==> config.mk <==
export PLATFORM = sky130hd
export DESIGN_NAME = wb_copy_master32_flat
export DESIGN_NICKNAME = d
export VERILOG_FILES = /design/src/rtl/wb_copy_master32_if.sv /design/src/rtl/wb_copy_master32.sv /design/src/flat_wrapper.sv
export SDC_FILE = /design/constraint.sdc
export NUM_CORES = 1
export LEC_CHECK = 0
export ABC_CLOCK_PERIOD_IN_PS = 5400
export BUFFER_PORTS_ARGS = -buffer_cell sky130_fd_sc_hd__buf_2
export CAP_MARGIN = 20
export CORE_ASPECT_RATIO = 2
export CORE_MARGIN = 2
export CORE_UTILIZATION = 25
export DETAILED_ROUTE_END_ITERATION = 7
export GPL_TIMING_DRIVEN = 0
export HOLD_SLACK_MARGIN = 0.15
export PLACE_DENSITY_LB_ADDON = 0.15
export SLEW_MARGIN = 20
export SYNTH_ARGS = -nofsm -noshare
export SYNTH_HDL_FRONTEND = slang
export SYNTH_SLANG_ARGS = --single-unit
export TNS_END_PERCENT = 100
==> constraint.sdc <==
create_clock -name clk -period 5.4 [get_ports clk]
set_input_delay 1.08 -clock clk [delete_from_list [all_inputs] [get_ports clk]]
set_output_delay 1.08 -clock clk [all_outputs]
set_load 0.01 [all_outputs]
==> src/rtl/wb_copy_master32_if.sv <==
// Wishbone classic-cycle bus bundle between the copy master and a responder.
// Signal names are taken from the initiator's point of view:
//   wb_cyc_o / wb_stb_o / wb_we_o  cycle, strobe, write enable (master -> slave)
//   wb_adr_o [31:0]                 byte address                (master -> slave)
//   wb_sel_o [3:0]                  byte selects                (master -> slave)
//   wb_dat_o [31:0]                 write data                  (master -> slave)
//   wb_ack_i                        acknowledge                 (slave -> master)
//   wb_dat_i [31:0]                 read data                   (slave -> master)
interface wb_copy_master32_if;
  logic        wb_cyc_o;
  logic        wb_stb_o;
  logic        wb_we_o;
  logic [31:0] wb_adr_o;
  logic [3:0]  wb_sel_o;
  logic [31:0] wb_dat_o;
  logic        wb_ack_i;
  logic [31:0] wb_dat_i;

  modport master (
    output wb_cyc_o, wb_stb_o, wb_we_o, wb_adr_o, wb_sel_o, wb_dat_o,
    input  wb_ack_i, wb_dat_i
  );

  modport slave (
    input  wb_cyc_o, wb_stb_o, wb_we_o, wb_adr_o, wb_sel_o, wb_dat_o,
    output wb_ack_i, wb_dat_i
  );
endinterface

==> src/rtl/wb_copy_master32.sv <==
// Wishbone classic-cycle word-copy engine. A command (source, destination,
// word count) is copied one 32-bit word at a time: read source, one idle
// cycle, write destination, one idle cycle, next word. Every access has an
// ack timeout that aborts the transfer and raises a sticky error flag.
//
// Ports:
//   clk, reset        clock, synchronous active-high reset
//   cmd_start         one-cycle command strobe, only accepted when idle
//   cmd_src, cmd_dst  byte addresses (bits [1:0] ignored)
//   cmd_len           number of words to copy
//   busy              transfer in progress
//   done              one-cycle completion pulse (success or abort)
//   err               sticky timeout flag, cleared by the next accepted command
//   xfer_count        words fully written in the current/last transfer
//   wb                Wishbone initiator side (wb_copy_master32_if.master)
module wb_copy_master32 #(
  parameter int len_width = 16,
  parameter int timeout   = 255
) (
  input  logic                 clk,
  input  logic                 reset,
  input  logic                 cmd_start,
  input  logic [31:0]          cmd_src,
  input  logic [31:0]          cmd_dst,
  input  logic [len_width-1:0] cmd_len,
  output logic                 busy,
  output logic                 done,
  output logic                 err,
  output logic [len_width-1:0] xfer_count,
  wb_copy_master32_if.master   wb
);

  localparam logic [2:0] S_IDLE  = 3'd0;
  localparam logic [2:0] S_READ  = 3'd1;
  localparam logic [2:0] S_GAP_W = 3'd2;
  localparam logic [2:0] S_WRITE = 3'd3;
  localparam logic [2:0] S_GAP_R = 3'd4;

  // Abort fires on the edge where the counter has already seen timeout-1
  // stalled cycles, so stb is high for exactly 'timeout' cycles.
  localparam logic [7:0] TMO_LAST = 8'(timeout - 1);

  logic [2:0]           state_q, state_d;
  logic                 busy_q, busy_d;
  logic                 done_q, done_d;
  logic                 err_q, err_d;
  logic [len_width-1:0] cnt_q, cnt_d;
  logic [7:0]           tmo_q, tmo_d;
  logic                 cyc_q, cyc_d;
  logic                 stb_q, stb_d;
  logic                 we_q, we_d;
  logic [31:0]          adr_q, adr_d;
  logic [31:0]          dat_q, dat_d;
  logic [31:0]          src_q, src_d;
  logic [31:0]          dst_q, dst_d;
  logic [len_width-1:0] len_q, len_d;

  logic                 ack;
  logic [3:0]           unused_addr_lsbs;

  // Address low bits are dropped by design; keep them visibly consumed.
  assign unused_addr_lsbs = {cmd_src[1:0], cmd_dst[1:0]};

  // Acks are only meaningful while our strobe is up; late/spurious ones drop.
  assign ack = wb.wb_ack_i & stb_q;

  always_comb begin
    state_d = state_q;
    busy_d  = busy_q;
    done_d  = 1'b0;
    err_d   = err_q;
    cnt_d   = cnt_q;
    tmo_d   = tmo_q;
    cyc_d   = cyc_q;
    stb_d   = stb_q;
    we_d    = we_q;
    adr_d   = adr_q;
    dat_d   = dat_q;
    src_d   = src_q;
    dst_d   = dst_q;
    len_d   = len_q;

    case (state_q)
      S_IDLE: begin
        if (cmd_start) begin
          src_d = {cmd_src[31:2], 2'b00};
          dst_d = {cmd_dst[31:2], 2'b00};
          len_d = cmd_len;
          cnt_d = '0;
          err_d = 1'b0;
          if (cmd_len == '0) begin
            done_d = 1'b1;
          end else begin
            busy_d  = 1'b1;
            state_d = S_READ;
            cyc_d   = 1'b1;
            stb_d   = 1'b1;
            we_d    = 1'b0;
            adr_d   = {cmd_src[31:2], 2'b00};
            tmo_d   = '0;
          end
        end
      end

      S_READ: begin
        if (ack) begin
          dat_d   = wb.wb_dat_i;
          cyc_d   = 1'b0;
          stb_d   = 1'b0;
          state_d = S_GAP_W;
        end else if (tmo_q == TMO_LAST) begin
          cyc_d   = 1'b0;
          stb_d   = 1'b0;
          we_d    = 1'b0;
          err_d   = 1'b1;
          done_d  = 1'b1;
          busy_d  = 1'b0;
          state_d = S_IDLE;
        end else begin
          tmo_d = tmo_q + 8'd1;
        end
      end

      // One idle cycle so the responder sees stb low after its ack.
      S_GAP_W: begin
        state_d = S_WRITE;
        cyc_d   = 1'b1;
        stb_d   = 1'b1;
        we_d    = 1'b1;
        adr_d   = dst_q;
        tmo_d   = '0;
      end

      S_WRITE: begin
        if (ack) begin
          cyc_d = 1'b0;
          stb_d = 1'b0;
          we_d  = 1'b0;
          cnt_d = cnt_q + len_width'(1);
          src_d = src_q + 32'd4;
          dst_d = dst_q + 32'd4;
          len_d = len_q - len_width'(1);
          if (len_q == len_width'(1)) begin
            done_d  = 1'b1;
            busy_d  = 1'b0;
            state_d = S_IDLE;
          end else begin
            state_d = S_GAP_R;
          end
        end else if (tmo_q == TMO_LAST) begin
          cyc_d   = 1'b0;
          stb_d   = 1'b0;
          we_d    = 1'b0;
          err_d   = 1'b1;
          done_d  = 1'b1;
          busy_d  = 1'b0;
          state_d = S_IDLE;
        end else begin
          tmo_d = tmo_q + 8'd1;
        end
      end

      S_GAP_R: begin
        state_d = S_READ;
        cyc_d   = 1'b1;
        stb_d   = 1'b1;
        we_d    = 1'b0;
        adr_d   = src_q;
        tmo_d   = '0;
      end

      default: begin
        state_d = S_IDLE;
        busy_d  = 1'b0;
        cyc_d   = 1'b0;
        stb_d   = 1'b0;
        we_d    = 1'b0;
      end
    endcase
  end

  always_ff @(posedge clk) begin
    if (reset) begin
      state_q <= S_IDLE;
      busy_q  <= 1'b0;
      done_q  <= 1'b0;
      err_q   <= 1'b0;
      cnt_q   <= '0;
      tmo_q   <= '0;
      cyc_q   <= 1'b0;
      stb_q   <= 1'b0;
      we_q    <= 1'b0;
      adr_q   <= '0;
      dat_q   <= '0;
    end else begin
      state_q <= state_d;
      busy_q  <= busy_d;
      done_q  <= done_d;
      err_q   <= err_d;
      cnt_q   <= cnt_d;
      tmo_q   <= tmo_d;
      cyc_q   <= cyc_d;
      stb_q   <= stb_d;
      we_q    <= we_d;
      adr_q   <= adr_d;
      dat_q   <= dat_d;
    end
  end

  // Command registers are only consulted while busy; no reset needed.
  always_ff @(posedge clk) begin
    src_q <= src_d;
    dst_q <= dst_d;
    len_q <= len_d;
  end

  assign busy        = busy_q;
  assign done        = done_q;
  assign err         = err_q;
  assign xfer_count  = cnt_q;
  assign wb.wb_cyc_o = cyc_q;
  assign wb.wb_stb_o = stb_q;
  assign wb.wb_we_o  = we_q;
  assign wb.wb_adr_o = adr_q;
  assign wb.wb_sel_o = 4'b1111;
  assign wb.wb_dat_o = dat_q;

endmodule
==> src/flat_wrapper.sv <==
// flat-port wrapper written by rule: the top's interface ports become plain ports
module wb_copy_master32_flat 
#(
  parameter int len_width = 16,
  parameter int timeout   = 255
)
  (clk, reset, cmd_start, cmd_src, cmd_dst, cmd_len, busy, done, err, xfer_count, wb_wb_cyc_o, wb_wb_stb_o, wb_wb_we_o, wb_wb_adr_o, wb_wb_sel_o, wb_wb_dat_o, wb_wb_ack_i, wb_wb_dat_i);
  wb_copy_master32_if wb_i ();
  input  logic clk;
  input  logic reset;
  input  logic cmd_start;
  input  logic [31:0] cmd_src;
  input  logic [31:0] cmd_dst;
  input  logic [len_width-1:0] cmd_len;
  output logic busy;
  output logic done;
  output logic err;
  output logic [len_width-1:0] xfer_count;
  output wire logic [$bits(wb_i.wb_cyc_o)-1:0] wb_wb_cyc_o;
  output wire logic [$bits(wb_i.wb_stb_o)-1:0] wb_wb_stb_o;
  output wire logic [$bits(wb_i.wb_we_o)-1:0] wb_wb_we_o;
  output wire logic [$bits(wb_i.wb_adr_o)-1:0] wb_wb_adr_o;
  output wire logic [$bits(wb_i.wb_sel_o)-1:0] wb_wb_sel_o;
  output wire logic [$bits(wb_i.wb_dat_o)-1:0] wb_wb_dat_o;
  input wire logic [$bits(wb_i.wb_ack_i)-1:0] wb_wb_ack_i;
  input wire logic [$bits(wb_i.wb_dat_i)-1:0] wb_wb_dat_i;
  assign wb_wb_cyc_o = wb_i.wb_cyc_o;
  assign wb_wb_stb_o = wb_i.wb_stb_o;
  assign wb_wb_we_o = wb_i.wb_we_o;
  assign wb_wb_adr_o = wb_i.wb_adr_o;
  assign wb_wb_sel_o = wb_i.wb_sel_o;
  assign wb_wb_dat_o = wb_i.wb_dat_o;
  assign wb_i.wb_ack_i = wb_wb_ack_i;
  assign wb_i.wb_dat_i = wb_wb_dat_i;
  wb_copy_master32 #(.len_width(len_width), .timeout(timeout)) u_core (.clk(clk), .reset(reset), .cmd_start(cmd_start), .cmd_src(cmd_src), .cmd_dst(cmd_dst), .cmd_len(cmd_len), .busy(busy), .done(done), .err(err), .xfer_count(xfer_count), .wb(wb_i));
endmodule
# --- Yosys cells after proc, flatten, opt, wreduce, memory -nomap -nowiden ---
# Cells that the tools add are included.
op_classes:
  n_addsub: 5
  n_eq_ne: 15
  muxes: 54
  n_bitwise: 2
  reduce_logical: 17
ops:
  columns: ["operator", "n"]
  rows:
  - ["$mux W32", 6]
  - ["$pmux W32 S2", 2]
  - ["$pmux W32 S3", 1]
  - ["$add A32 B3 Y32 const B", 2]
  - ["$mux W16", 4]
  - ["$pmux W16 S2", 2]
  - ["$mux W8", 4]
  - ["$pmux W8 S3", 1]
  - ["$mux W1", 22]
  - ["$mux W3", 6]
  - ["$add A16 B1 Y16 const B", 1]
  - ["$eq A16 B1 Y1 const B", 1]
  - ["$logic_not A16 Y1", 1]
  - ["$sub A16 B1 Y16 const B", 1]
  - ["$pmux W3 S5", 1]
  - ["$reduce_and A3 Y1", 4]
  - ["$ne A2 B2 Y1 const B", 5]
  - ["$reduce_and A5 Y1", 2]
  - ["$add A8 B1 Y8 const B", 1]
  - ["$eq A8 B8 Y1 const B", 1]
  - ["$pmux W1 S4", 2]
  - ["$eq A3 B2 Y1 const B", 2]
  - ["$pmux W1 S3", 2]
  - ["$reduce_bool A3 Y1", 2]
  - ["13 further kinds", 17]
word_totals:
  regBits: 176
  input_bits: 116
  out_inout_bits: 90
  word_cells: 106

# --- Logic depth before layout (Yosys ltp) ---
# Gate-level depths: netlist of run 1.
logic_depth:
  word_depth: 4
  mapped_depth: 8
  ltp_nobuf: 7

# --- Worst setup path after synthesis of run 1 ---
# No wires, ideal clock.
synth_path:
  path_kind: "input to register"
  from: "in cmd_start"
  to: "reg u_core.cnt_q[3], in the netlist u_core.xfer_count[3]"
  setup_time_ns: 0.116
  t_arrival_ns: 3.116
  required_time_ns: 5.284
  path_slack_ns: 2.168
  path_stages: 6
  path_buffers: 1
  cell_sequence: "or3b_4 a21oi_1 buf_2 nand4_1 xor2_1 nor2_1"
synth_via:
  elab_chain_len: 2
synth_rtl:
  columns: ["item", "line", "text"]
  rows:
  - ["from (decl)", "flat_wrapper.sv:11", "input logic cmd_start;"]
  - ["$ne A2 B2 Y1 (no line)", null, null]
  - ["$reduce_and A3 Y1 (no line)", null, null]
  - ["to (signal assigned)", "wb_copy_master32.sv:200", "cnt_q <= cnt_d;"]
  - ["to (decl)", "wb_copy_master32.sv:47", "logic [len_width-1:0] cnt_q, cnt_d;"]
# Every way passes these cells.
# A chain may end at the register's enable or synchronous reset.

# --- Worst setup path after layout of run 1 ---
layout_path:
  from: "in cmd_len[11]"
  to: "reg u_core.adr_q[21], in the netlist u_core.wb.wb_adr_o[21]"
layout_via:
  elab_chain_len: 3
layout_rtl:
  columns: ["item", "line", "text"]
  rows:
  - ["from (decl)", "flat_wrapper.sv:14", "input logic [len_width-1:0] cmd_len;"]
  - ["$logic_not A16 Y1", "wb_copy_master32.sv:91", "if (cmd_len == '0) begin"]
  - ["$ne A2 B2 Y1 (no line)", null, null]
  - ["$reduce_and A3 Y1 (no line)", null, null]
  - ["to (signal assigned)", "wb_copy_master32.sv:205", "adr_q <= adr_d;"]
  - ["to (decl)", "wb_copy_master32.sv:52", "logic [31:0] adr_q, adr_d;"]
# Every way passes these cells.

==> reports/metrics.yaml, run 1 <==
grt_first_pass_wirelength_um: 48100
use_met3: 0.0366
power_mw: 3.09
synth_area_um2: 8730
dp_worst_setup_slack_ns: 1.96
finalWeightedCongestion: 0.793
required_ns: 5.71
cts_tree: "done"
cap_violations: 0
p_leak_nw: 4.21
reg2reg_slack_ns: 2.84
ys_ff_latch: 170
ys_seq_area_frac: 0.477
setup-tns-final_ns: 0
outcome: "completed"
criticalPathCategory: "primary input to register"
cts.clk_slew.worst_paths_ns: 0.08
min_to: "u_core.wb.wb_dat_o[16]"
start_util: 0.254
synth-edff-count: 76
yosys_warnings: 0
p_int_mw: 2.18
grt_util_met1: 0.169
vias_per_cell: 4.87
rows: 96
areaGrowthSynthToFinish_pct: 24.5
cp_data_arrival_time_ns: 3.27
wirelength_um: 32100
hold_viol_final: 0
crit_buf_inv: 3
cts_made_buffers: 17
cpLargestDelayFamily: "simple AND/OR/NAND/NOR gates"
worstSetupEndpointType: "register"
worst_pin_slew_ns: 0.791
grt-ovfl-total: 0
nets: 1323
ant_nets: 0
firstDrtPassIters: 4
path_cells: "buf_2, nor4_1, a41oi_1, o31a_1, buf_2, clkbuf_1, nor2_1, a211oi_1"
place_area_um2: 10300
avgSynthCellArea_um2: 8.89
rsz0062_at_grt: "no"
path_max_fanout: 10
gr-usage-met2: 0.344
skew_ns: 0.0137
layout_common_cells: "buf_2, nand2_1, dfxtp_1"
post_cts_buffers: 0
drc_errors: 0
maxSlewHeadroom: 0.468
hold_path_startpoint: "u_core.wb.wb_dat_o[16]"
n_fill_cell: 3794
synth_cells: 982
reg2regPathDepth: 8
slew_violations: 0
track_usage: 0.178
path_common_cell: "buf_2"
fp.dieH_um: 268
avgRoutedWirePerCell_um: 19.4
setup_viol: 0
root_buffer: "clkbuf_16"
clock-sinks: 170
coreArea_um2: 34400
synthArstFlopShare: 0
die_x_um: 136
cts-hold-fix-buffers: 0
cts.path.max_buffers: 2
die_area_um2: 36500
comb_power_share: 0.112
slowest_delay_ns: 0.70
cp-start-kind: "primary input"
place_hpwl_um: 24900
min_delay_path_depth: 2
drive_above_1_share: 0.217
finalCriticalPeriod_ns: 2.96
detail_route.iter0.violations: 388
synthDistinctLibCells: 53
p_switching_mw: 0.914
r2r_start: "u_core.state_q[0]"
postCtsResizedCells: 0
clockPowerShare: 0.403
p_seq_frac: 0.484
grt_antenna_before_repair: 2
clock_latency_ns: 0.46
first_global_vias: 8279
htreeDepth: 4
slowest_stage: "nor4_1"
r2r_end: "u_core.dst_q[12]"
layout_setup_ws_ns: 2.44
gr-max-usage-layer: "met2"
io_pins: 206
fin_util: 0.317
finalCritPeriodShare: 0.549
synth_flop_cell: "dfxtp_1"
worstHoldPathType: "register to register"
io_buffers: 194
irDropWorstVdd_mv: 0.223
netSwitchingFraction: 0.296
vias: 8063
grt_max_degree: 66
fmax_mhz: 337
postLayoutCellArea_um2: 10900
final_common_cell: "buf_2"
power.density_nw_per_um2: 284
registers in the layout, indices dropped and copies added (netlist names), 3 cells and up:
name,flops
u_core.xfer_count,16
u_core.state_q,3
u_core.len_q,16
u_core.wb.wb_dat_o,32
u_core.wb.wb_adr_o,30
u_core.tmo_q,8
u_core.src_q,30
u_core.dst_q,30
layer usage:
| metal | wire length (µm) | part of all wire |
|---|---|---|
| met4 | 1740 | 0.054 |
| met2 | 17900 | 0.56 |
| met3 | 1280 | 0.040 |
| met1 | 11100 | 0.35 |
| met5 | 15 | 0.00047 |
Yosys cell counts, types with 3 or more instances:
library cell  number  area, µm²
nand4_1           24        150
dfxtp_1           94       1880
nand2_1          170        638
nand3_1           35        175
a211oi_1          35        263
and4_1            12        105
a31oi_1            3       18.8
o21ai_0           78        390
a22o_1            30        263
edfxtp_1          76       2280
a21oi_1           71        355
nor3b_1            5       37.5
or3_1              5       31.3
nand2b_1           4       25.0
xor2_1            25        219
buf_4              9       67.6
and3_1            14       87.6
inv_1             11       41.3
ha_1               7       87.6
buf_1              3       11.3
nor2_1            77        289
buf_2             16       80.1
xnor2_1           54        473
and2_1             6       37.5
nor3_1            23        115
a41oi_1            3       26.3
clkbuf_1          42        158
o31a_1             3       26.3
nor4_1            17        106
kinds of logic after synthesis:
group	Yosys count	share of synthesized area
AO/OA/AOI/OAI	239	0.173
flip-flops	170	0.477
buffers and inverters	82	0.0423
multiplexers	1	0.00115
other	2	0.000860
XOR/XNOR	79	0.0792
adder cells (fa/ha/maj)	7	0.0100
AND/OR/NAND/NOR	402	0.217
worst register-to-register path: cells and delay by family (launching register included):
family / cells / cell delay, ns
buffers and inverters: 4 / 0.96
and+or+nand+nor: 3 / 0.88
AOI/OAI and AO/OA: 1 / 0.10
DFF: 1 / 0.33
power by group through the flow:
stage,clock network [mW],logic (mW),registers (mW)
5_1_grt,1.33,0.388,1.51
6_report,1.25,0.347,1.50
3_3_place_gp,0,0.347,1.53
4_1_cts,1.28,0.355,1.50
2_1_floorplan,0,0.185,1.51
3_5_place_dp,0,0.353,1.53
worst max path at each step:
stage	depth (start not counted)	startpoint	end	slack (ns)
6_report	8	cmd_len[11]	u_core.wb.wb_adr_o[21]	2.44
5_1_grt	8	cmd_len[11]	u_core.wb.wb_adr_o[23]	2.32
4_1_cts	8	cmd_len[11]	u_core.wb.wb_adr_o[21]	2.44
3_5_place_dp	8	cmd_len[11]	u_core.wb.wb_adr_o[21]	1.96
3_3_place_gp	6	cmd_start	u_core.xfer_count[5]	1.21
2_1_floorplan	6	cmd_start	u_core.xfer_count[3]	2.17
cell type report:
cell class / instances / area [µm²] / area share
diodes: 1 / 2.50 / 0.000230
plain buffers: 71 / 334 / 0.0307
clock buffers: 17 / 425 / 0.0391
clock inverters: 15 / 143 / 0.0131
inverters: 11 / 41.3 / 0.00380
multi-input cells: 734 / 4220 / 0.388
flip-flops and latches: 170 / 4160 / 0.383
well taps: 441 / 552 / 0.0507
repair buffers: 195 / 998 / 0.0918
metrics by stage:
stage               hold slack, ns  instances
finish                       0.452       1655
global route                 0.476       1654
floorplan                    0.478        986
global placement             0.439       1621
detailed placement           0.445       1622
CTS                          0.457       1654
Note: power is estimated with default switching activity, not from simulation.
==> run 2, diff against run 1 <==
--- a/config.mk
+++ b/config.mk
@@ -5,7 +5,8 @@
 export SDC_FILE = /design/constraint.sdc
 export NUM_CORES = 1
 export LEC_CHECK = 0
-export ABC_CLOCK_PERIOD_IN_PS = 5400
+export ABC_AREA = 1
+export ABC_CLOCK_PERIOD_IN_PS = 2900
 export BUFFER_PORTS_ARGS = -buffer_cell sky130_fd_sc_hd__buf_2
 export CAP_MARGIN = 20
 export CORE_ASPECT_RATIO = 2
==> constraint.sdc (replaced) <==
create_clock -name clk -period 2.9 [get_ports clk]
set_input_delay 0.58 -clock clk [delete_from_list [all_inputs] [get_ports clk]]
set_output_delay 0.58 -clock clk [all_outputs]
set_load 0.01 [all_outputs]
==> reports/metrics.yaml, run 2 <==
finalWeightedCongestion: 0.912
grt_max_degree: 86
ant_nets: 0
drive_above_1_share: 0.179
drc_errors: 0
rows: 101
clock_latency_ns: 0.45
path_max_fanout: 5
areaGrowthSynthToFinish_pct: 22.1
die_x_um: 143
synth-edff-count: 76
comb_power_share: 0.172
ys_ff_latch: 170
p_int_mw: 4.31
maxSlewHeadroom: 0.422
clock-sinks: 170
finalCritPeriodShare: 0.805
track_usage: 0.183
cap_violations: 0
avgRoutedWirePerCell_um: 18.3
cts_made_buffers: 17
start_util: 0.253
synth_area_um2: 9610
io_buffers: 194
fin_cells: 2029
finalCriticalPeriod_ns: 2.33
cp_data_arrival_time_ns: 2.54
largest_reg_flops: 32
vias_per_cell: 4.70
ys_seq_area_frac: 0.433
synthTopCellsByArea: "edfxtp_1, dfxtp_1, nand2_1"
reg2reg_slack_ns: 0.57
postCtsResizedCells: 0
irDropWorstVdd_mv: 0.309
synth_top_area_share: 0.237
cts-hold-fix-buffers: 0
fmax_mhz: 428
synth_cells: 1336
rsz0062_at_grt: "no"
criticalPathCategory: "register to register"
slowest_delay_ns: 0.43
synthArstFlopShare: 0
cpLargestDelayFamily: "simple AND/OR/NAND/NOR gates"
p_seq_frac: 0.467
power.density_nw_per_um2: 531
fp.dieH_um: 281
worstSetupEndpointType: "register"
fin_util: 0.309
slew_violations: 0
path_common_cell: "nand2_1"
synth_flop_cell: "dfxtp_1"
setup_viol: 0
min_to: "u_core.wb.wb_dat_o[21]"
startpoint: "u_core.src_q[2]"
final_common_cell: "nand2_1"
path_cells: "ha_1, nand3_1, nor2_1, nand2_1, nor2_1, nand2_1, nor2_1, nand2_1, nand3_1, nand2_1"
firstDrtPassIters: 5
wirelength_um: 37100
min_delay_path_depth: 3
nets: 1676
dp_worst_setup_slack_ns: 0.350
layout_common_cells: "nand2_1, nor2_1, buf_2"
hold_path_startpoint: "wb_wb_dat_i[21]"
vias: 9536
htreeDepth: 4
outcome: "completed"
avgSynthCellArea_um2: 7.19
crit_buf_inv: 0
coreArea_um2: 37900
antenna_cells: 0
detail_route.iter0.violations: 467
required_ns: 3.10
root_buffer: "clkbuf_16"
r2r_start: "u_core.src_q[2]"
p_leak_nw: 5.14
yosys_warnings: 0
grt_antenna_before_repair: 1
cts.path.max_buffers: 2
worst_pin_slew_ns: 0.868
synthDistinctLibCells: 38
grt-ovfl-total: 0
placed_cells: 1997
cts_tree: "done"
grt_first_pass_wirelength_um: 54400
first_global_vias: 9433
hold_viol_final: 0
r2r_end: "u_core.src_q[22]"
synth_largest_area_cell: "edfxtp_1"
clockPowerShare: 0.361
slowest_stage: "edfxtp_1"
setup-tns-final_ns: 0
netSwitchingFraction: 0.309
cts.clk_slew.worst_paths_ns: 0.07
post_cts_buffers: 0
reg2regPathDepth: 10
p_switching_mw: 1.92
die_area_um2: 40100
cp-start-kind: "register"
ys_top_cells_by_count: "nand2_1, nor2_1, inv_1"
place_hpwl_um: 29700
yosys.cell_count.top_type: "nand2_1"
worstHoldPathType: "primary input to register"
skew_ns: 0.0132
layout_setup_ws_ns: 0.566
io_pins: 206
[run 2: cell count changes after synthesis, moves of 20 or more]
cell	delta
o21ai_1	+22
inv_1	+111
nor2_1	+179
o221ai_1	+24
a21oi_1	-50
o21ai_0	+25
a211oi_1	-35
nand2_1	+141
xnor2_1	-46
nor3_1	+20
a22o_1	-30
nand3_1	+47
[run 2: stage by stage]
stage                     hold WS [ns]  instance area [µm²]  power, mW
after floorplan                  0.468                 9630       3.57
after global placement           0.439                11200       4.04
after global routing             0.386                11700       6.52
after CTS                        0.362                11700       6.31
final                            0.388                11700       6.23
after detailed placement         0.450                11200       4.05
[run 2: power groups by stage]
stage	Sequential (mW)	Combinational [mW]	Clock, mW
CTS	2.91	1.09	2.31
global placement	2.96	1.08	0
detailed placement	2.96	1.09	0
global route	2.94	1.20	2.39
finish	2.91	1.07	2.25
floorplan	2.95	0.622	0
[run 2: layout make-up]
class                   instances  area, µm²
fillers                      4201      26200
multi-input cells             986       4680
flip-flops and latches        170       4160
repair buffers                194        971
well taps                     463        579
clock buffers                  23        489
inverters                     128        485
plain buffers                  56        295
clock inverters                 9       62.6
[run 2: worst max path at each step]
stage,slack (ns),cells past startpoint,endpoint
finish,0.57,10,u_core.src_q[22]
global route,0.37,10,u_core.src_q[22]
detailed placement,0.35,9,u_core.xfer_count[3]
global placement,0.09,9,u_core.xfer_count[3]
CTS,0.54,8,u_core.xfer_count[13]
floorplan,0.82,8,u_core.xfer_count[3]
[run 2: metal layers]
metal	share of wire	global-route usage	up-vias
met5	0	0	-
met4	0.033	0.0744	0
met3	0.048	0.0300	50
met2	0.55	0.362	323
met1	0.37	0.184	4352
li1	-	-	4811
[run 2: cell families after synthesis]
group | synth area share
simple gates | 0.317
flops | 0.433
other cells | 0.000781
fa+ha+maj | 0.00911
compound gates | 0.117
buf+inv | 0.0808
xor+xnor | 0.0419
[run 2: worst register-to-register path, cell delays in order (launching register included)]
cell and delay (ns):
edfxtp_1 0.43, ha_1 0.27, nand3_1 0.18, nor2_1 0.27, nand2_1 0.17, nor2_1 0.21, nand2_1 0.22, nor2_1 0.14
nand2_1 0.06, nand3_1 0.10, nand2_1 0.06
==> run 3, diff against run 2 <==
--- a/config.mk
+++ b/config.mk
@@ -6,7 +6,7 @@
 export NUM_CORES = 1
 export LEC_CHECK = 0
 export ABC_AREA = 1
-export ABC_CLOCK_PERIOD_IN_PS = 2900
+export ABC_CLOCK_PERIOD_IN_PS = 1900
 export BUFFER_PORTS_ARGS = -buffer_cell sky130_fd_sc_hd__buf_2
 export CAP_MARGIN = 20
 export CORE_ASPECT_RATIO = 2
==> constraint.sdc (replaced) <==
create_clock -name clk -period 1.9 [get_ports clk]
set_input_delay 0.38 -clock clk [delete_from_list [all_inputs] [get_ports clk]]
set_output_delay 0.38 -clock clk [all_outputs]
set_load 0.01 [all_outputs]
==> reports/metrics.yaml, run 3 (synthesis gave the netlist of run 2 again) <==
drc_errors: 0
areaGrowthSynthToFinish_pct: 27.8
root_buffer: "clkbuf_16"
finalCriticalPeriod_ns: 1.84
worstSetupEndpointType: "register"
worst_pin_slew_ns: 0.658
coreArea_um2: 37900
largest_reg_flops: 32
io_buffers: 194
track_usage: 0.183
start_util: 0.253
n_fill_cell: 4199
power_mw: 9.90
final_common_cell: "nand2_1"
required_ns: 2.19
grt_first_pass_wirelength_um: 54200
io_pins: 206
finalCritPeriodShare: 0.971
worstHoldPathType: "primary input to register"
fmax_mhz: 542
die_area_um2: 40100
outcome: "completed"
htreeDepth: 4
clock_latency_ns: 0.45
wirelength_um: 38000
cp_data_arrival_time_ns: 2.14
die_x_um: 143
clock-sinks: 170
firstDrtPassIters: 5
postLayoutCellArea_um2: 12300
setup_viol: 0
detail_route.iter0.violations: 487
fp.dieH_um: 281
place_area_um2: 11200
cts.path.max_buffers: 2
slew_violations: 0
irDropWorstVdd_mv: 0.525
nets: 1700
cp-start-kind: "register"
p_leak_nw: 5.42
cts_made_buffers: 17
vias: 9651
path_max_fanout: 5
maxSlewHeadroom: 0.558
cts-hold-fix-buffers: 0
avgRoutedWirePerCell_um: 18.5
drive_above_1_share: 0.223
cts_tree: "done"
skew_ns: 0.0124
rows: 101
grt_max_degree: 44
antenna_cells: 0
grt-ovfl-total: 0
criticalPathCategory: "register to register"
grt_antenna_before_repair: 2
cts.clk_slew.worst_paths_ns: 0.07
layout_common_cells: "nand2_1, nor2_1, buf_2"
finalWeightedCongestion: 0.900
vias_per_cell: 4.70
hold_viol_final: 0
place_hpwl_um: 29700
ant_nets: 0
first_global_vias: 9433
power.density_nw_per_um2: 806
cap_violations: 0
## run 3: cell count changes in the layout (fill, tap and decap cells not counted), moves of 8 or more
cell,change
clkbuf_2,+10
buf_2,-9
nor2_2,+8
nor2_1,-15
buf_4,+26
clkbuf_1,-13
## run 3: final timing paths
| kind | to | depth (start not counted) | startpoint | slack (ns) |
|---|---|---|---|---|
| hold / removal | u_core.wb.wb_dat_o[3] | 3 | wb_wb_dat_i[3] | 0.19 |
| hold reg to reg | u_core.err | 2 | u_core.err | 0.45 |
| setup reg to reg | u_core.dst_q[30] | 6 | u_core.dst_q[7] | 0.06 |
| setup / recovery | u_core.dst_q[30] | 6 | u_core.dst_q[7] | 0.06 |
## run 3: through the flow
| step | std cells | utilization | hold WS [ns] | setup TNS, ns | setup WS, ns |
|---|---|---|---|---|---|
| 2_1_floorplan | 1340 | - | 0.468 | 0 | 0.0932 |
| 3_3_place_gp | 1997 | 0.295 | 0.458 | -46.01 | -0.464 |
| 3_5_place_dp | 1997 | 0.295 | 0.461 | -47.99 | -0.472 |
| 4_1_cts | 2039 | 0.317 | 0.163 | 0 | 0.00469 |
| 5_1_grt | 2053 | 0.324 | 0.186 | -0.0382 | -0.0140 |
| 6_report | 2053 | 0.324 | 0.188 | 0 | 0.0551 |
## run 3: repair_timing
action                                  4_1_cts  5_1_grt
buffers inserted                              9       12
gates cloned                                  1        2
pin swaps                                     5        8
gates resized for setup                      40       51
endpoints found under the setup margin      130      214
## run 3: layer usage
metal,global-route usage,wire length [µm],vias to the layer above
li1,-,-,4870
met3,0.0261,1390,56
met2,0.362,20800,290
met1,0.185,14300,4435
met4,0.0825,1460,0
met5,0,0,-
## run 3: where the power goes
| group | internal, mW | switching (mW) |
|---|---|---|
| registers | 4.19 | 0.261 |
| clock network | 2.00 | 1.62 |
| logic | 0.672 | 1.16 |
| total | 6.86 | 3.04 |
## run 3: critical path, cell delays in order, from the launching register on
cell and delay, ns:
edfxtp_1 0.48, nand2_1 0.18, nor3_1 0.29, nand2_1 0.12, nor2_1 0.28, nand3_1 0.14, a31oi_1 0.20
## run 3: cell type report
type | count | area (µm²) | area share
flip-flops and latches | 170 | 4170 | 0.339
clock buffers | 19 | 447 | 0.0364
well taps | 463 | 579 | 0.0472
multi-input cells | 986 | 4890 | 0.398
inverters | 128 | 485 | 0.0395
clock inverters | 13 | 143 | 0.0116
repair buffers | 218 | 1220 | 0.0992
plain buffers | 56 | 350 | 0.0285
